==> config.mk <==
export PLATFORM = sky130hd
export DESIGN_NAME = fetch_unit
export DESIGN_NICKNAME = d
export VERILOG_FILES = /design/src/rtl/fetch_unit.sv
export SDC_FILE = /design/constraint.sdc
export NUM_CORES = 1
export LEC_CHECK = 0
export CELL_PAD_IN_SITES_DETAIL_PLACEMENT = 1
export CELL_PAD_IN_SITES_GLOBAL_PLACEMENT = 1
export CORE_MARGIN = 2
export CORE_UTILIZATION = 47
export DETAILED_ROUTE_END_ITERATION = 8
export DONT_BUFFER_PORTS = 1
export MAX_ROUTING_LAYER = met4
export PLACE_DENSITY = 0.83
export SYNTH_ARGS = -nofsm -noshare
export SYNTH_HDL_FRONTEND = slang
export SYNTH_SLANG_ARGS = --single-unit
==> constraint.sdc <==
create_clock -name clk -period 2.5 [get_ports clk]
set_input_delay 0.375 -clock clk [delete_from_list [all_inputs] [get_ports clk]]
set_output_delay 0.375 -clock clk [all_outputs]
set_load 0.02 [all_outputs]
==> src/rtl/fetch_unit.sv <==
// -----------------------------------------------------------------------------
// fetch_unit
//   Instruction fetch stage with an IF/ID pipeline register, a one-entry skid
//   buffer for words that complete while ID is stalled, and a pending-redirect
//   register for branches that resolve while a fetch is still outstanding.
//   The word completing at or after branch acceptance is the delay slot and
//   is always delivered to ID.
//
// Ports
//   clk         : sole clock, rising edge
//   rst_n       : synchronous active-low reset
//   stall       : ID hold request (1 = IF/ID register must not change)
//   isbranch    : taken branch/jump resolved by the instruction in ID
//   branch_pc   : redirect target (byte address, low two bits ignored)
//   imem_req    : fetch request, high only while fetching
//   imem_addr   : fetch address (always the current PC, word aligned)
//   imem_ready  : imem_rdata is valid for the current request this cycle
//   imem_rdata  : fetched instruction word
//   id_pc       : PC of the instruction in the IF/ID register
//   id_inst     : instruction word in the IF/ID register
//   id_valid    : IF/ID register holds a real instruction (0 = bubble)
// -----------------------------------------------------------------------------
module fetch_unit (
  input  logic        clk,
  input  logic        rst_n,
  input  logic        stall,
  input  logic        isbranch,
  input  logic [31:0] branch_pc,
  output logic        imem_req,
  output logic [31:0] imem_addr,
  input  logic        imem_ready,
  input  logic [31:0] imem_rdata,
  output logic [31:0] id_pc,
  output logic [31:0] id_inst,
  output logic        id_valid
);

  typedef enum logic [1:0] {
    IDLE  = 2'd0,
    FETCH = 2'd1,
    HOLD  = 2'd2
  } state_t;

  state_t      state_q, state_d;
  logic [31:0] pc_q, pc_d;
  logic [31:0] buf_inst_q, buf_inst_d;
  logic [31:0] buf_pc_q, buf_pc_d;
  logic        pend_q, pend_d;
  logic [31:0] pend_tgt_q, pend_tgt_d;
  logic [31:0] id_pc_q, id_pc_d;
  logic [31:0] id_inst_q, id_inst_d;
  logic        id_valid_q, id_valid_d;

  logic        redir_acc;
  logic [31:0] tgt_aligned;

  assign imem_req  = (state_q == FETCH);
  assign imem_addr = pc_q;
  assign id_pc     = id_pc_q;
  assign id_inst   = id_inst_q;
  assign id_valid  = id_valid_q;

  // A branch only counts when a real instruction sits in ID and ID advances.
  assign redir_acc   = isbranch && id_valid_q && !stall;
  assign tgt_aligned = {branch_pc[31:2], 2'b00};

  always_comb begin
    state_d    = state_q;
    pc_d       = pc_q;
    buf_inst_d = buf_inst_q;
    buf_pc_d   = buf_pc_q;
    pend_d     = pend_q;
    pend_tgt_d = pend_tgt_q;
    id_pc_d    = id_pc_q;
    id_inst_d  = id_inst_q;
    id_valid_d = id_valid_q;

    unique case (state_q)
      IDLE: begin
        state_d = FETCH;
      end

      FETCH: begin
        if (imem_ready) begin
          // This word is the delay slot if a redirect is live; keep it and
          // steer the next fetch to the target.
          if (redir_acc) begin
            pc_d = tgt_aligned;
          end else if (pend_q) begin
            pc_d = pend_tgt_q;
          end else begin
            pc_d = pc_q + 32'd4;
          end
          pend_d = 1'b0;
          if (!stall) begin
            id_inst_d  = imem_rdata;
            id_pc_d    = pc_q;
            id_valid_d = 1'b1;
          end else begin
            buf_inst_d = imem_rdata;
            buf_pc_d   = pc_q;
            state_d    = HOLD;
          end
        end else begin
          // Outstanding fetch address must not move; remember the target.
          if (redir_acc) begin
            pend_d     = 1'b1;
            pend_tgt_d = tgt_aligned;
          end
          if (!stall) begin
            id_valid_d = 1'b0;
          end
        end
      end

      HOLD: begin
        if (!stall) begin
          id_inst_d  = buf_inst_q;
          id_pc_d    = buf_pc_q;
          id_valid_d = 1'b1;
          state_d    = FETCH;
          // No fetch is outstanding here, so the target applies directly.
          if (redir_acc) begin
            pc_d = tgt_aligned;
          end
        end
      end

      default: begin
        state_d = IDLE;
      end
    endcase
  end

  always_ff @(posedge clk) begin
    if (!rst_n) begin
      state_q    <= IDLE;
      pc_q       <= 32'd0;
      buf_inst_q <= 32'd0;
      buf_pc_q   <= 32'd0;
      pend_q     <= 1'b0;
      pend_tgt_q <= 32'd0;
      id_pc_q    <= 32'd0;
      id_inst_q  <= 32'd0;
      id_valid_q <= 1'b0;
    end else begin
      state_q    <= state_d;
      pc_q       <= pc_d;
      buf_inst_q <= buf_inst_d;
      buf_pc_q   <= buf_pc_d;
      pend_q     <= pend_d;
      pend_tgt_q <= pend_tgt_d;
      id_pc_q    <= id_pc_d;
      id_inst_q  <= id_inst_d;
      id_valid_q <= id_valid_d;
    end
  end

endmodule

Word level (Yosys, flattened, before mapping)
Cells that the tools add are included.
Word-level totals
  logic and storage cells: 56
  output and inout bits: 98
  register bits after elaboration: 194
  bits of input ports: 69
Cells by class
  reduce and logical (&&, ||, !) cells: 13
  multiplexer cells: 24
  add/subtract/negate cells: 1
  bitwise gates (word level): 1
  equal/unequal tests: 8
Operator list (number)
  $mux W32: 11
  $pmux W32 S2: 3
  $add A32 B3 Y32 const B: 1
  $reduce_and A3 Y1: 3
  $ne A2 B2 Y1 const B: 4
  $reduce_and A4 Y1: 2
  $mux W2: 3
  $pmux W2 S3: 1
  $mux W1: 5
  $reduce_and A2 Y1: 2
  $reduce_bool A2 Y1: 2
  $ne A3 B2 Y1 const B: 1
  $eq A2 B1 Y1 const B: 1
  $eq A2 B2 Y1 const B: 1
  $logic_and A1 B1 Y1: 2
  $logic_not A2 Y1: 1
  $ne A2 B1 Y1 const B: 1
  $pmux W1 S2: 1
  $logic_not A1 Y1: 1
  $not A1 Y1: 1

Depth between registers and ports, before layout
Gate-level depths: netlist of the first run.
  word-level depth: 5
  mapped depth: 10
  depth with buffers taken out: 7

Worst setup path after synthesis of the first run
No wires, ideal clock.
  path kind: flip-flop to flip-flop
  start: register state_q[1]
  end: register pc_q[14] (netlist: imem_addr[14])
  setup slack: 0.427 ns
  stages on the path, launching flop included: 10
  data required time: 2.405 ns
  buffers on the path: 3
  arrival: 1.978 ns
  period minus slack after synthesis: 2.073 ns
  library setup time: 0.095 ns
  path through: dfxtp_1 > inv_1 > ha_1 > buf_2 > mux2_2 > o21ai_0 > buf_2 > buf_2 > a21oi_1 > a221oi_1
On the way
  word-level cells in the longest chain between the ends: 3
RTL lines
  start, declared: line 44  | state_t state_q, state_d;
  start signal, assigned: line 147  | state_q <= state_d;
  $eq A2 B1 Y1 *
  via imem_req: line 29  | output logic imem_req,
  $ne A2 B1 Y1 (no line) or $reduce_bool A2 Y1 (tied branches)
  $reduce_and A4 Y1 (no line)
  end signal, assigned: line 148  | pc_q <= pc_d;
  end, declared: line 45  | logic [31:0] pc_q, pc_d;
Mark *: on every way through the listed nets, which the timed path passes. The rest lies on a longest branch.
A chain may end at the register's enable or synchronous reset.

Worst setup path in the final report of the first run
  start: register state_q[0]
  end: register id_pc_q[14] (netlist: id_pc[14])
On the way
  word-level cells in the longest chain between the ends: 3
RTL lines
  $eq A2 B1 Y1 or $eq A2 B2 Y1 (tied branches): line 78  | unique case (state_q)
  $ne A2 B2 Y1 (no line) (tied with other cells)
  $reduce_and A4 Y1 (no line)
  end signal, assigned: line 153  | id_pc_q <= id_pc_d;
  end, declared: line 50  | logic [31:0] id_pc_q, id_pc_d;
Parallel ways exist; a longest one is shown, timed or not.

==> reports/qor.txt, run 1 <==
CELLS AND AREA
--------------------------------------------------------------------------------
Cell area after layout ............................................    9420 um^2
Most common cell after layout, fill and taps aside ................      nand2_1
Area of the multi-input gates .....................................    4290 um^2
Relative area change from synthesis to final layout ...............        11.3%
Final nets ........................................................        1,096
Total inserted antenna cells ......................................            0
Final core occ ....................................................        0.530
Layout cell share with drive strength beyond 1 ....................        0.105
Number of filler cells placed in the layout .......................        2,143
FF+latch area .....................................................    3760 um^2
Commonest cells after routing, fill and taps aside ................ 216 x nand2_1, 188 x dfxtp_1, 127 x a21oi_1, 82 x nor2_1, 67 x a211oi_1

SETUP PATH
--------------------------------------------------------------------------------
Internal reg-to-reg setup slack ...................................      0.24 ns
Delay of the slowest cell on the worst path .......................      0.33 ns
Startpoint of the most critical setup path ........................   state_q[0]
Cell-by-cell listing of the critical path ......................... inv_1 -> ha_4 -> buf_4 -> and2_1 -> nor2_1 -> o21a_4 -> buf_12 -> nor2_1 -> a211oi_1
CP max FO .........................................................           80
Worst reg2reg path depth ..........................................            9
Category of the worst setup path capture point ....................    flip-flop
Worst path most repeated cell .....................................       nor2_1
Capture instance of the worst register-to-register path ...........    id_pc[14]
Critical Path Start Type ..........................................    flip-flop
CP Data Arrival Time ..............................................      2.58 ns
Critical Path Sink ................................................    id_pc[14]
Category of the most critical setup path .......................... flip-flop to flip-flop
Cell type of the slowest stage on the worst timing path ...........      dfxtp_1
Req. time, crit path ..............................................      2.82 ns
R2r startpoint ....................................................   state_q[0]

GLOBAL ROUTING
--------------------------------------------------------------------------------
Busiest metal layer after global routing ..........................         met2
Met3 Use GR .......................................................       0.0738
Global-route track usage on met1 ..................................        0.331
Number of antenna violations at the first check in global routing .            0
Global-route wire length before repair ............................    41,000 um
Global-route met2 utilization .....................................        0.436
Number of global-route vias before repair .........................        7,518
Gr usage total ....................................................        0.272
Pin count of the biggest net entering global routing ..............          103
Overall overflow remaining after global route .....................            0

DIE
--------------------------------------------------------------------------------
Placeable core area ...............................................  17,800 um^2
Effective utilization at floorplan ................................        0.476
Full die area .....................................................  19,100 um^2
Die Y-Extent ......................................................       138 um
Die W .............................................................       138 um
# IOs .............................................................          167
Row count .........................................................           49

RUN STATUS
--------------------------------------------------------------------------------
Outcome ...........................................................    completed

PLACE
--------------------------------------------------------------------------------
Placed standard-cell area .........................................    8830 um^2
IO buf count ......................................................            0
Routability congestion estimate from global placement .............        0.832
Detailed placer's ending HPWL .....................................    16,600 um

LOGIC SYNTHESIS
--------------------------------------------------------------------------------
Compound-cell area share of the yosys netlist .....................        0.207
Combinational family with the most area after synthesis ........... compound AO/OA/AOI/OAI gates
Mux cell area share after synthesis ...............................       0.0794
Library cell with the largest summed area after synthesis .........      dfxtp_1
Share of synthesized flip-flops with an asynchronous set or reset .            0
Number of enable-type register cells in the synthesized netlist ...            0
Ys flop type ......................................................      dfxtp_1
Cells taking the most area after synthesis ........................ dfxtp_1 45%, nand2_1 9.6%, mux2i_1 7.8%
Mean post-synth cell area .........................................    8.11 um^2
Syn Std Cell Area .................................................    8460 um^2
Yosys warnings ....................................................            0
Netlist cell types ................................................           59
Xor and xnor area share after synthesis ...........................       0.0166
Synth Area in Simple Gates ........................................        0.193
Synthesized-area fraction occupied by adder cells .................      0.00592
Post-synthesis register bit count .................................          188
Portion of the post-synthesis area used by sequential elements ....        0.445
Cells after Synth .................................................        1,043
Yosys top cell area share .........................................        0.445

TIMING
--------------------------------------------------------------------------------
Unrepaired setup endpoints after global routing ...................        false
TNS Setup .........................................................         0 ns
Period minus WS final .............................................      2.26 ns
Transition time of the tightest slew-check pin ....................     0.990 ns
Slew Viols, Final .................................................            0
Top achievable clock speed ........................................    0.442 GHz
Hold Worst Slack ..................................................    0.0653 ns
Setup violators final .............................................            0
Largest clock skew in the final design ............................    0.0141 ns
Period utilisation layout .........................................        0.904
Slew HR ...........................................................        0.340
Final hold violation count ........................................            0

POWER
--------------------------------------------------------------------------------
Total design power ................................................      7.44 mW
Leakage power figure ..............................................      3.15 nW
Largest voltage drop on the vdd net ...............................     0.517 mV
P per Cell Area ...................................................  790 nW/um^2

CLOCK TREE
--------------------------------------------------------------------------------
TritonCTS Sinks ...................................................          188
Post-cts hold buffer count ........................................            0
Clock slew at reported path FFs ...................................      0.08 ns
H-tree depth reported by CTS ......................................            4
Number of post-CTS setup repair buffers ...........................            0
Root cell of the clock tree .......................................    clkbuf_16
TritonCTS clock tree ..............................................          yes
Clock buffers created by TritonCTS ................................           17
Post-cts sizing count .............................................            0
Bufs on Longest Clock Path ........................................            2
Clock insertion delay at the later pin of the skew report .........      0.43 ns

DETAILED ROUTING
--------------------------------------------------------------------------------
Total detailed-routing wirelength .................................    25,700 um
Vias after detailed routing .......................................        7,571
Average wire per cell in the routed design ........................      20.3 um
Number of nets still failing antenna checks after routing .........            0
Average via count per standard cell ...............................         5.98
Number of design rule violations left after detail routing ........            0
Detailed router's first-iteration violation count .................          507
DRT Pass-1 Iters ..................................................            5

MIN PATH
--------------------------------------------------------------------------------
Hold Crit Class ................................................... primary input to flip-flop

JOB
--------------------------------------------------------------------------------
Reported max-cap violation count ..................................            0

[Yosys cell counts (all sizes together) (5+ instances only)]
cell type and count:
nand2 216, o21ai 40, nor4 5, inv 10
xnor2 10, nand3 14, nand4 9, buf 34
nor2 85, and3 16, mux2i 66, o22ai 8
a21oi 127, dfxtp 188, clkbuf 62, xor2 6
nor3 12, o211ai 6, a211oi 67
[cells by family after synthesis]
family,Yosys count
adders and majority gates,4
DFF,188
buffers and inverters,106
AOI/OAI and AO/OA,285
muxes,67
xor gates and xnor gates,16
other,1
and+or+nand+nor,376
[report_power, final]
group	internal (mW)	total [mW]	switching, mW
Combinational	0.391	1.07	0.680
Clock	1.44	2.70	1.26
Sequential	3.24	3.67	0.427
Total	5.07	7.44	2.37
[per-layer routing]
metal | share of wire | routed length [um] | vias up
met2 | 0.48 | 12400 | 253
met4 | 0.023 | 592 | 0
li1 | - | - | 3591
met1 | 0.42 | 10700 | 3678
met5 | 0 | 0 | -
met3 | 0.077 | 1970 | 49
[critical path, delay by kind of cell (launching register included)]
kind / cells / cell delay (ns)
buffers and inverters: 3 / 0.58
and+or+nand+nor: 3 / 0.48
AOI/OAI and AO/OA: 2 / 0.48
DFF: 1 / 0.33
adders and majority gates: 1 / 0.21
[how the worst min path moves through the flow]
stage	end	start	slack (ns)	cells past startpoint
finish	pend_tgt_q[16]	branch_pc[16]	0.07	2
global placement	pend_tgt_q[7]	pend_tgt_q[7]	0.44	2
CTS	pend_tgt_q[24]	branch_pc[24]	0.06	2
floorplan	pend_tgt_q[7]	pend_tgt_q[7]	0.43	2
global route	pend_tgt_q[15]	branch_pc[15]	0.05	2
detailed placement	pend_tgt_q[7]	pend_tgt_q[7]	0.44	2
[final cells by class]
cell class | count | share of cell area
well taps | 229 | 0.0304
flip-flops and latches | 188 | 0.400
repair buffers | 54 | 0.0470
clock inverters | 14 | 0.0161
inverters | 10 | 0.00452
clock buffers | 18 | 0.0466
multi-input cells | 752 | 0.456
[through the flow]
step | instances | setup slack, ns
2_1_floorplan | 1046 | 0.427
3_3_place_gp | 1233 | 0.418
3_5_place_dp | 1233 | 0.337
4_1_cts | 1265 | 0.247
5_1_grt | 1265 | 0.0763
6_report | 1265 | 0.239
[state kept, by name, summed over array words and instances (netlist names)]
signal,cells
state_q,2
pend_tgt_q,30
imem_addr,30
buf_pc_q,30
id_valid,1
id_pc,30
buf_inst_q,32
id_inst,32
pend_q,1
(Power assumes the default switching activity.)
==> run 2, diff against run 1 <==
--- a/config.mk
+++ b/config.mk
@@ -11,6 +11,7 @@
 export CORE_UTILIZATION = 47
 export DETAILED_ROUTE_END_ITERATION = 8
 export DONT_BUFFER_PORTS = 1
+export GPL_TIMING_DRIVEN = 0
 export MAX_ROUTING_LAYER = met4
 export PLACE_DENSITY = 0.83
 export SYNTH_ARGS = -nofsm -noshare
==> reports/qor.txt, run 2 (synthesis gave the netlist of run 1 again) <==
PLACE
--------------------------------------------------------------------------------
Detailed placer's ending HPWL .....................................    20,100 um   +21%
Pre-CTS WS ........................................................    -0.209 ns   -0.546 ns
Routability congestion estimate from global placement .............        0.908   +9.1%
IO buf count ......................................................            0   unchanged

TIMING
--------------------------------------------------------------------------------
Slew HR ...........................................................        0.389   +0.0490
Period utilisation layout .........................................        0.952   +0.0479
Unrepaired setup endpoints after global routing ...................        false
Final hold violation count ........................................            0   unchanged
Slew Viols, Final .................................................            0   unchanged
Transition time of the tightest slew-check pin ....................     0.917 ns   -0.0736 ns
Top achievable clock speed ........................................    0.420 GHz   -5.0%
Setup violators final .............................................            0   unchanged
Largest clock skew in the final design ............................   0.00895 ns   -0.00512 ns
Period minus WS final .............................................      2.38 ns   +0.120 ns
Setup ws final ....................................................     0.119 ns   -0.120 ns

CELLS AND AREA
--------------------------------------------------------------------------------
Commonest cells after routing, fill and taps aside ................ 216 x nand2_1, 188 x dfxtp_1, 127 x a21oi_1, 83 x nor2_1, 67 x a211oi_1
Final nets ........................................................        1,138   +3.8%
Relative area change from synthesis to final layout ...............        10.6%
Layout cell share with drive strength beyond 1 ....................       0.0835   -0.0217
Most common cell after layout, fill and taps aside ................      nand2_1
Final core occ ....................................................        0.526   -0.00373
Total inserted antenna cells ......................................            0   unchanged

DETAILED ROUTING
--------------------------------------------------------------------------------
Detailed router's first-iteration violation count .................          376   -26%
Number of nets still failing antenna checks after routing .........            0   unchanged
Average via count per standard cell ...............................         5.99   about the same
DRT Pass-1 Iters ..................................................            4   -1
Number of design rule violations left after detail routing ........            0   unchanged
Total detailed-routing wirelength .................................    27,900 um   +8.7%
Average wire per cell in the routed design ........................      21.4 um   +5.2%
Vias after detailed routing .......................................        7,826   +3.4%

SETUP PATH
--------------------------------------------------------------------------------
Category of the most critical setup path .......................... flip-flop to flip-flop
Category of the worst setup path capture point ....................    flip-flop
Crit path buffers/inverters .......................................            3   unchanged
CP max FO .........................................................           10   -88%
Critical Path Start Type ..........................................    flip-flop
Cell-by-cell listing of the critical path ......................... inv_1 -> ha_2 -> clkbuf_4 -> mux2_4 -> a21boi_2 -> buf_2 -> nand3_1 -> o22ai_1 -> a31o_2
Cell type of the slowest stage on the worst timing path ...........       mux2_4
Delay of the slowest cell on the worst path .......................      0.37 ns   +0.04 ns
CP Data Arrival Time ..............................................      2.72 ns   +0.14 ns
Req. time, crit path ..............................................      2.84 ns   +0.02 ns
Worst path top cell family by delay ............................... buffers and inverters

GLOBAL ROUTING
--------------------------------------------------------------------------------
Number of global-route vias before repair .........................        7,850   +4.4%
Gr usage total ....................................................        0.297   +0.0250
Busiest metal layer after global routing ..........................         met2
Overall overflow remaining after global route .....................            0   unchanged
Met3 Use GR .......................................................       0.0800   +0.00623
Global-route track usage on met1 ..................................        0.363   +0.0322
Number of antenna violations at the first check in global routing .            0   unchanged
Global-route wire length before repair ............................    43,500 um   +6.2%
Pin count of the biggest net entering global routing ..............           17   -83%
Global-route met2 utilization .....................................        0.481   +0.0443

CLOCK TREE
--------------------------------------------------------------------------------
Clock insertion delay at the later pin of the skew report .........      0.44 ns   about the same
Number of post-CTS setup repair buffers ...........................            0   unchanged
Root cell of the clock tree .......................................    clkbuf_16
Bufs on Longest Clock Path ........................................            2   unchanged
TritonCTS clock tree ..............................................          yes
Clock buffers created by TritonCTS ................................           17   unchanged
H-tree depth reported by CTS ......................................            4   unchanged
TritonCTS Sinks ...................................................          188   unchanged
Clock slew at reported path FFs ...................................      0.07 ns   about the same

DIE
--------------------------------------------------------------------------------
Full die area .....................................................  19,100 um^2   unchanged
Die Y-Extent ......................................................       138 um   unchanged
# IOs .............................................................          167   unchanged
Effective utilization at floorplan ................................        0.476   unchanged
Die W .............................................................       138 um   unchanged
Placeable core area ...............................................  17,800 um^2   unchanged
Row count .........................................................           49   unchanged

POWER
--------------------------------------------------------------------------------
Largest voltage drop on the vdd net ...............................     0.522 mV   +0.91%
Total design power ................................................      7.35 mW   -1.2%
P per Cell Area ...................................................  786 nW/um^2   -0.54%
Leakage power figure ..............................................      3.09 nW   -1.8%

JOB
--------------------------------------------------------------------------------
Reported max-cap violation count ..................................            0   unchanged

RUN STATUS
--------------------------------------------------------------------------------
Outcome ...........................................................    completed

MIN PATH
--------------------------------------------------------------------------------
Hold Crit Class ................................................... primary input to flip-flop

run 2: cell types whose count changed in the layout (fill, tap and decap cells not counted), sizes merged:
| cell | previous run | this run |
|---|---|---|
| inv | 16 | 12 |
| clkbuf | 18 | 89 |
| buf | 54 | 28 |
| clkinv | 6 | 7 |
| clkinvlp | 1 | 2 |
| bufinv | 1 | 0 |
run 2: path summary, 6_finish.rpt:
check | end | slack (ns) | depth (start not counted) | startpoint
worst max-delay path | imem_addr[20] | 0.12 | 9 | state_q[1]
worst min-delay path | pend_tgt_q[19] | 0.06 | 2 | branch_pc[19]
worst max register to register | imem_addr[20] | 0.12 | 9 | state_q[1]
worst min register to register | buf_inst_q[4] | 0.46 | 2 | buf_inst_q[4]
run 2: where the power goes:
part           switching [mW]  internal [mW]  total (mW)
logic                   0.694          0.370        1.06
registers               0.476           3.24        3.72
clock network            1.23           1.34        2.57
total                    2.40           4.95        7.35
run 2: repair_timing:
item                                    CTS  global route
pin swaps                                 0             0
endpoints found under the setup margin   33            63
hold buffers                              0             0
resized for setup                         6            18
run 2: routing by layer:
layer | part of all wire | vias up
li1 | - | 3669
met1 | 0.43 | 3856
met2 | 0.48 | 247
met3 | 0.069 | 54
met4 | 0.024 | 0
met5 | 0 | -
run 2: cell type report:
class	count	area, um^2
inverter	10	37.5
clock buffer	21	460
fill	2205	8430
clock inverter	11	86.3
multi-input combinational	752	4280
tap	229	287
buffer	96	434
sequential	188	3760
run 2: through the flow:
stage	std cells	area [um^2]	hold WS (ns)	TNS, ns
4_1_cts	1307	9320	0.0560	0
3_5_place_dp	1275	8750	0.447	-2.69
3_3_place_gp	1275	8750	0.439	-1.80
2_1_floorplan	1046	8470	0.431	0
6_report	1307	9350	0.0570	0
5_1_grt	1307	9350	0.0570	0
==> run 3, diff against run 2 <==
--- a/config.mk
+++ b/config.mk
@@ -8,12 +8,12 @@
 export CELL_PAD_IN_SITES_DETAIL_PLACEMENT = 1
 export CELL_PAD_IN_SITES_GLOBAL_PLACEMENT = 1
 export CORE_MARGIN = 2
-export CORE_UTILIZATION = 47
+export CORE_UTILIZATION = 42
 export DETAILED_ROUTE_END_ITERATION = 8
 export DONT_BUFFER_PORTS = 1
 export GPL_TIMING_DRIVEN = 0
 export MAX_ROUTING_LAYER = met4
-export PLACE_DENSITY = 0.83
+export PLACE_DENSITY = 0.78
 export SYNTH_ARGS = -nofsm -noshare
 export SYNTH_HDL_FRONTEND = slang
 export SYNTH_SLANG_ARGS = --single-unit
==> constraint.sdc (replaced) <==
create_clock -name clk -period 2.04 [get_ports clk]
set_input_delay 0.306 -clock clk [delete_from_list [all_inputs] [get_ports clk]]
set_output_delay 0.306 -clock clk [all_outputs]
set_load 0.02 [all_outputs]
==> reports/qor.txt, run 3 (synthesis gave the netlist of run 1 again) <==
DIE
--------------------------------------------------------------------------------
Full die area .....................................................  21,300 um^2   +12%
Die W .............................................................       146 um   +5.6%
Die Y-Extent ......................................................       146 um   +5.6%
Row count .........................................................           51   +4.1%
Placeable core area ...............................................  19,600 um^2   +10%
# IOs .............................................................          167   unchanged
Effective utilization at floorplan ................................        0.432   -0.0440

CELLS AND AREA
--------------------------------------------------------------------------------
Final core occ ....................................................        0.534   +0.00767
Final nets ........................................................        1,198   +5.3%
Number of non-filler instances in the completed layout ............        1,403   +7.3%
Relative area change from synthesis to final layout ...............        23.6%
Commonest cells after routing, fill and taps aside ................ 215 x nand2_1, 166 x dfxtp_1, 125 x a21oi_1, 81 x nor2_1, 66 x mux2i_1
Layout cell share with drive strength beyond 1 ....................        0.152   +0.0685
Total inserted antenna cells ......................................            0   unchanged
Most common cell after layout, fill and taps aside ................      nand2_1

CLOCK TREE
--------------------------------------------------------------------------------
Bufs on Longest Clock Path ........................................            2   unchanged
H-tree depth reported by CTS ......................................            4   unchanged
TritonCTS clock tree ..............................................          yes
Root cell of the clock tree .......................................    clkbuf_16
TritonCTS Sinks ...................................................          188   unchanged
Clock insertion delay at the later pin of the skew report .........      0.44 ns   about the same
Clock slew at reported path FFs ...................................      0.07 ns   about the same
Clock buffers created by TritonCTS ................................           17   unchanged

TIMING
--------------------------------------------------------------------------------
Period minus WS final .............................................      2.04 ns   -0.337 ns
Top achievable clock speed ........................................    0.489 GHz   +16%
Setup ws final ....................................................  -0.00385 ns   -0.123 ns
Period utilisation layout .........................................         1.00   +0.0496
Slew HR ...........................................................        0.369   -0.0198
Transition time of the tightest slew-check pin ....................     0.946 ns   +0.0297 ns
Largest clock skew in the final design ............................    0.0131 ns   +0.00414 ns
Setup violators final .............................................            1   +1
Slew Viols, Final .................................................            0   unchanged
Final hold violation count ........................................            0   unchanged

SETUP PATH
--------------------------------------------------------------------------------
Critical Path Start Type ..........................................    flip-flop
Category of the worst setup path capture point ....................    flip-flop
Category of the most critical setup path .......................... flip-flop to flip-flop
Req. time, crit path ..............................................      2.32 ns   -0.52 ns
CP Data Arrival Time ..............................................      2.33 ns   -0.39 ns
CP max FO .........................................................           10   unchanged

RUN STATUS
--------------------------------------------------------------------------------
Violated checks ................................................... negative setup slack
Outcome ........................................................... finished, violations left

PLACE
--------------------------------------------------------------------------------
Detailed placer's ending HPWL .....................................    20,600 um   +2.4%
Routability congestion estimate from global placement .............        0.906   -0.23%
Pre-CTS WS ........................................................    -0.670 ns   -0.461 ns
IO buf count ......................................................            0   unchanged
Total instance count after detailed placement .....................        1,311   +2.8%

GLOBAL ROUTING
--------------------------------------------------------------------------------
Global-route track usage on met1 ..................................        0.341   -0.0223
Global-route met2 utilization .....................................        0.474   -0.00713
Number of global-route vias before repair .........................        8,338   +6.2%
Global-route wire length before repair ............................    46,900 um   +7.9%
Met3 Use GR .......................................................       0.0768   -0.00321
Pin count of the biggest net entering global routing ..............           17   unchanged
Busiest metal layer after global routing ..........................         met2
Overall overflow remaining after global route .....................            0   unchanged
Number of antenna violations at the first check in global routing .            0   unchanged
Gr usage total ....................................................        0.291   -0.00615

JOB
--------------------------------------------------------------------------------
Reported max-cap violation count ..................................            0   unchanged

DETAILED ROUTING
--------------------------------------------------------------------------------
DRT Pass-1 Iters ..................................................            5   +1
Detailed router's first-iteration violation count .................          580   +54%
Average via count per standard cell ...............................         5.90   -1.4%
Average wire per cell in the routed design ........................      22.4 um   +4.8%
Vias after detailed routing .......................................        8,280   +5.8%
Number of nets still failing antenna checks after routing .........            0   unchanged
Number of design rule violations left after detail routing ........            0   unchanged
Total detailed-routing wirelength .................................    31,400 um   +12%

POWER
--------------------------------------------------------------------------------
Leakage power figure ..............................................      3.56 nW   +15%
P per Cell Area ...................................................  942 nW/um^2   +20%
Largest voltage drop on the vdd net ...............................     0.667 mV   +28%

MIN PATH
--------------------------------------------------------------------------------
Hold Crit Class ................................................... primary input to flip-flop

[run 3: what timing repair did]
action | CTS | global route
pin swaps | 2 | 7
endpoints found under the setup margin | 182 | 170
cloned | 0 | 1
endpoints found under the hold margin | 41 | 3
hold buffers | 41 | 3
setup buffers | 8 | 8
resized for setup | 100 | 68
[run 3: per-stage QoR]
stage | hold WS [ns] | power, mW | setup TNS [ns] | cell area (um^2)
after floorplan | 0.431 | 5.48 | 0 | 8470
after global placement | 0.440 | 5.89 | -50.77 | 8800
after detailed placement | 0.446 | 5.94 | -57.25 | 8800
after CTS | 0.000299 | 9.74 | 0 | 10200
after global routing | 0.00345 | 10.2 | -0.340 | 10500
final | 0.00531 | 9.85 | -0.00385 | 10500
[run 3: cell type report]
class                           count  area [um^2]
Buffer                             95          632
Multi-Input combinational cell    752         4450
Sequential cell                   188         3800
Timing Repair Buffer               61          578
Clock buffer                       19          433
Clock inverter                     13          189
Inverter                           10         40.0
Fill cell                        2320         9140
Tap cell                          265          332
[run 3: where the power goes]
| part | total [mW] | internal, mW | leakage, nW | switching, mW |
|---|---|---|---|---|
| logic | 1.67 | 0.702 | 1.72 | 0.966 |
| registers | 4.58 | 3.98 | 1.54 | 0.603 |
| clock network | 3.59 | 2.07 | 0.304 | 1.53 |
| total | 9.85 | 6.75 | 3.56 | 3.10 |
[run 3: path summary, 6_finish.rpt]
kind,cells past startpoint,from,slack [ns],endpoint
worst max register to register,7,imem_addr[4],-0.004,imem_addr[23]
worst min register to register,2,pend_tgt_q[25],0.45,pend_tgt_q[25]
worst min-delay path,2,imem_rdata[17],0.005,buf_inst_q[17]
worst max-delay path,7,imem_addr[4],-0.004,imem_addr[23]
[run 3: critical path, stage by stage, from the launching register on]
cell,delay (ns)
dfxtp_2,0.41
buf_4,0.23
nand4_1,0.26
nor4_4,0.38
buf_4,0.21
nand4_1,0.12
o31ai_1,0.22
nor3_1,0.07
[run 3: layer usage]
metal  vias to the layer above  routed length (um)
met5                         -                   0
met4                         0                1100
met3                        78                2540
met2                       359               14900
met1                      4036               12900
li1                       3807                   -
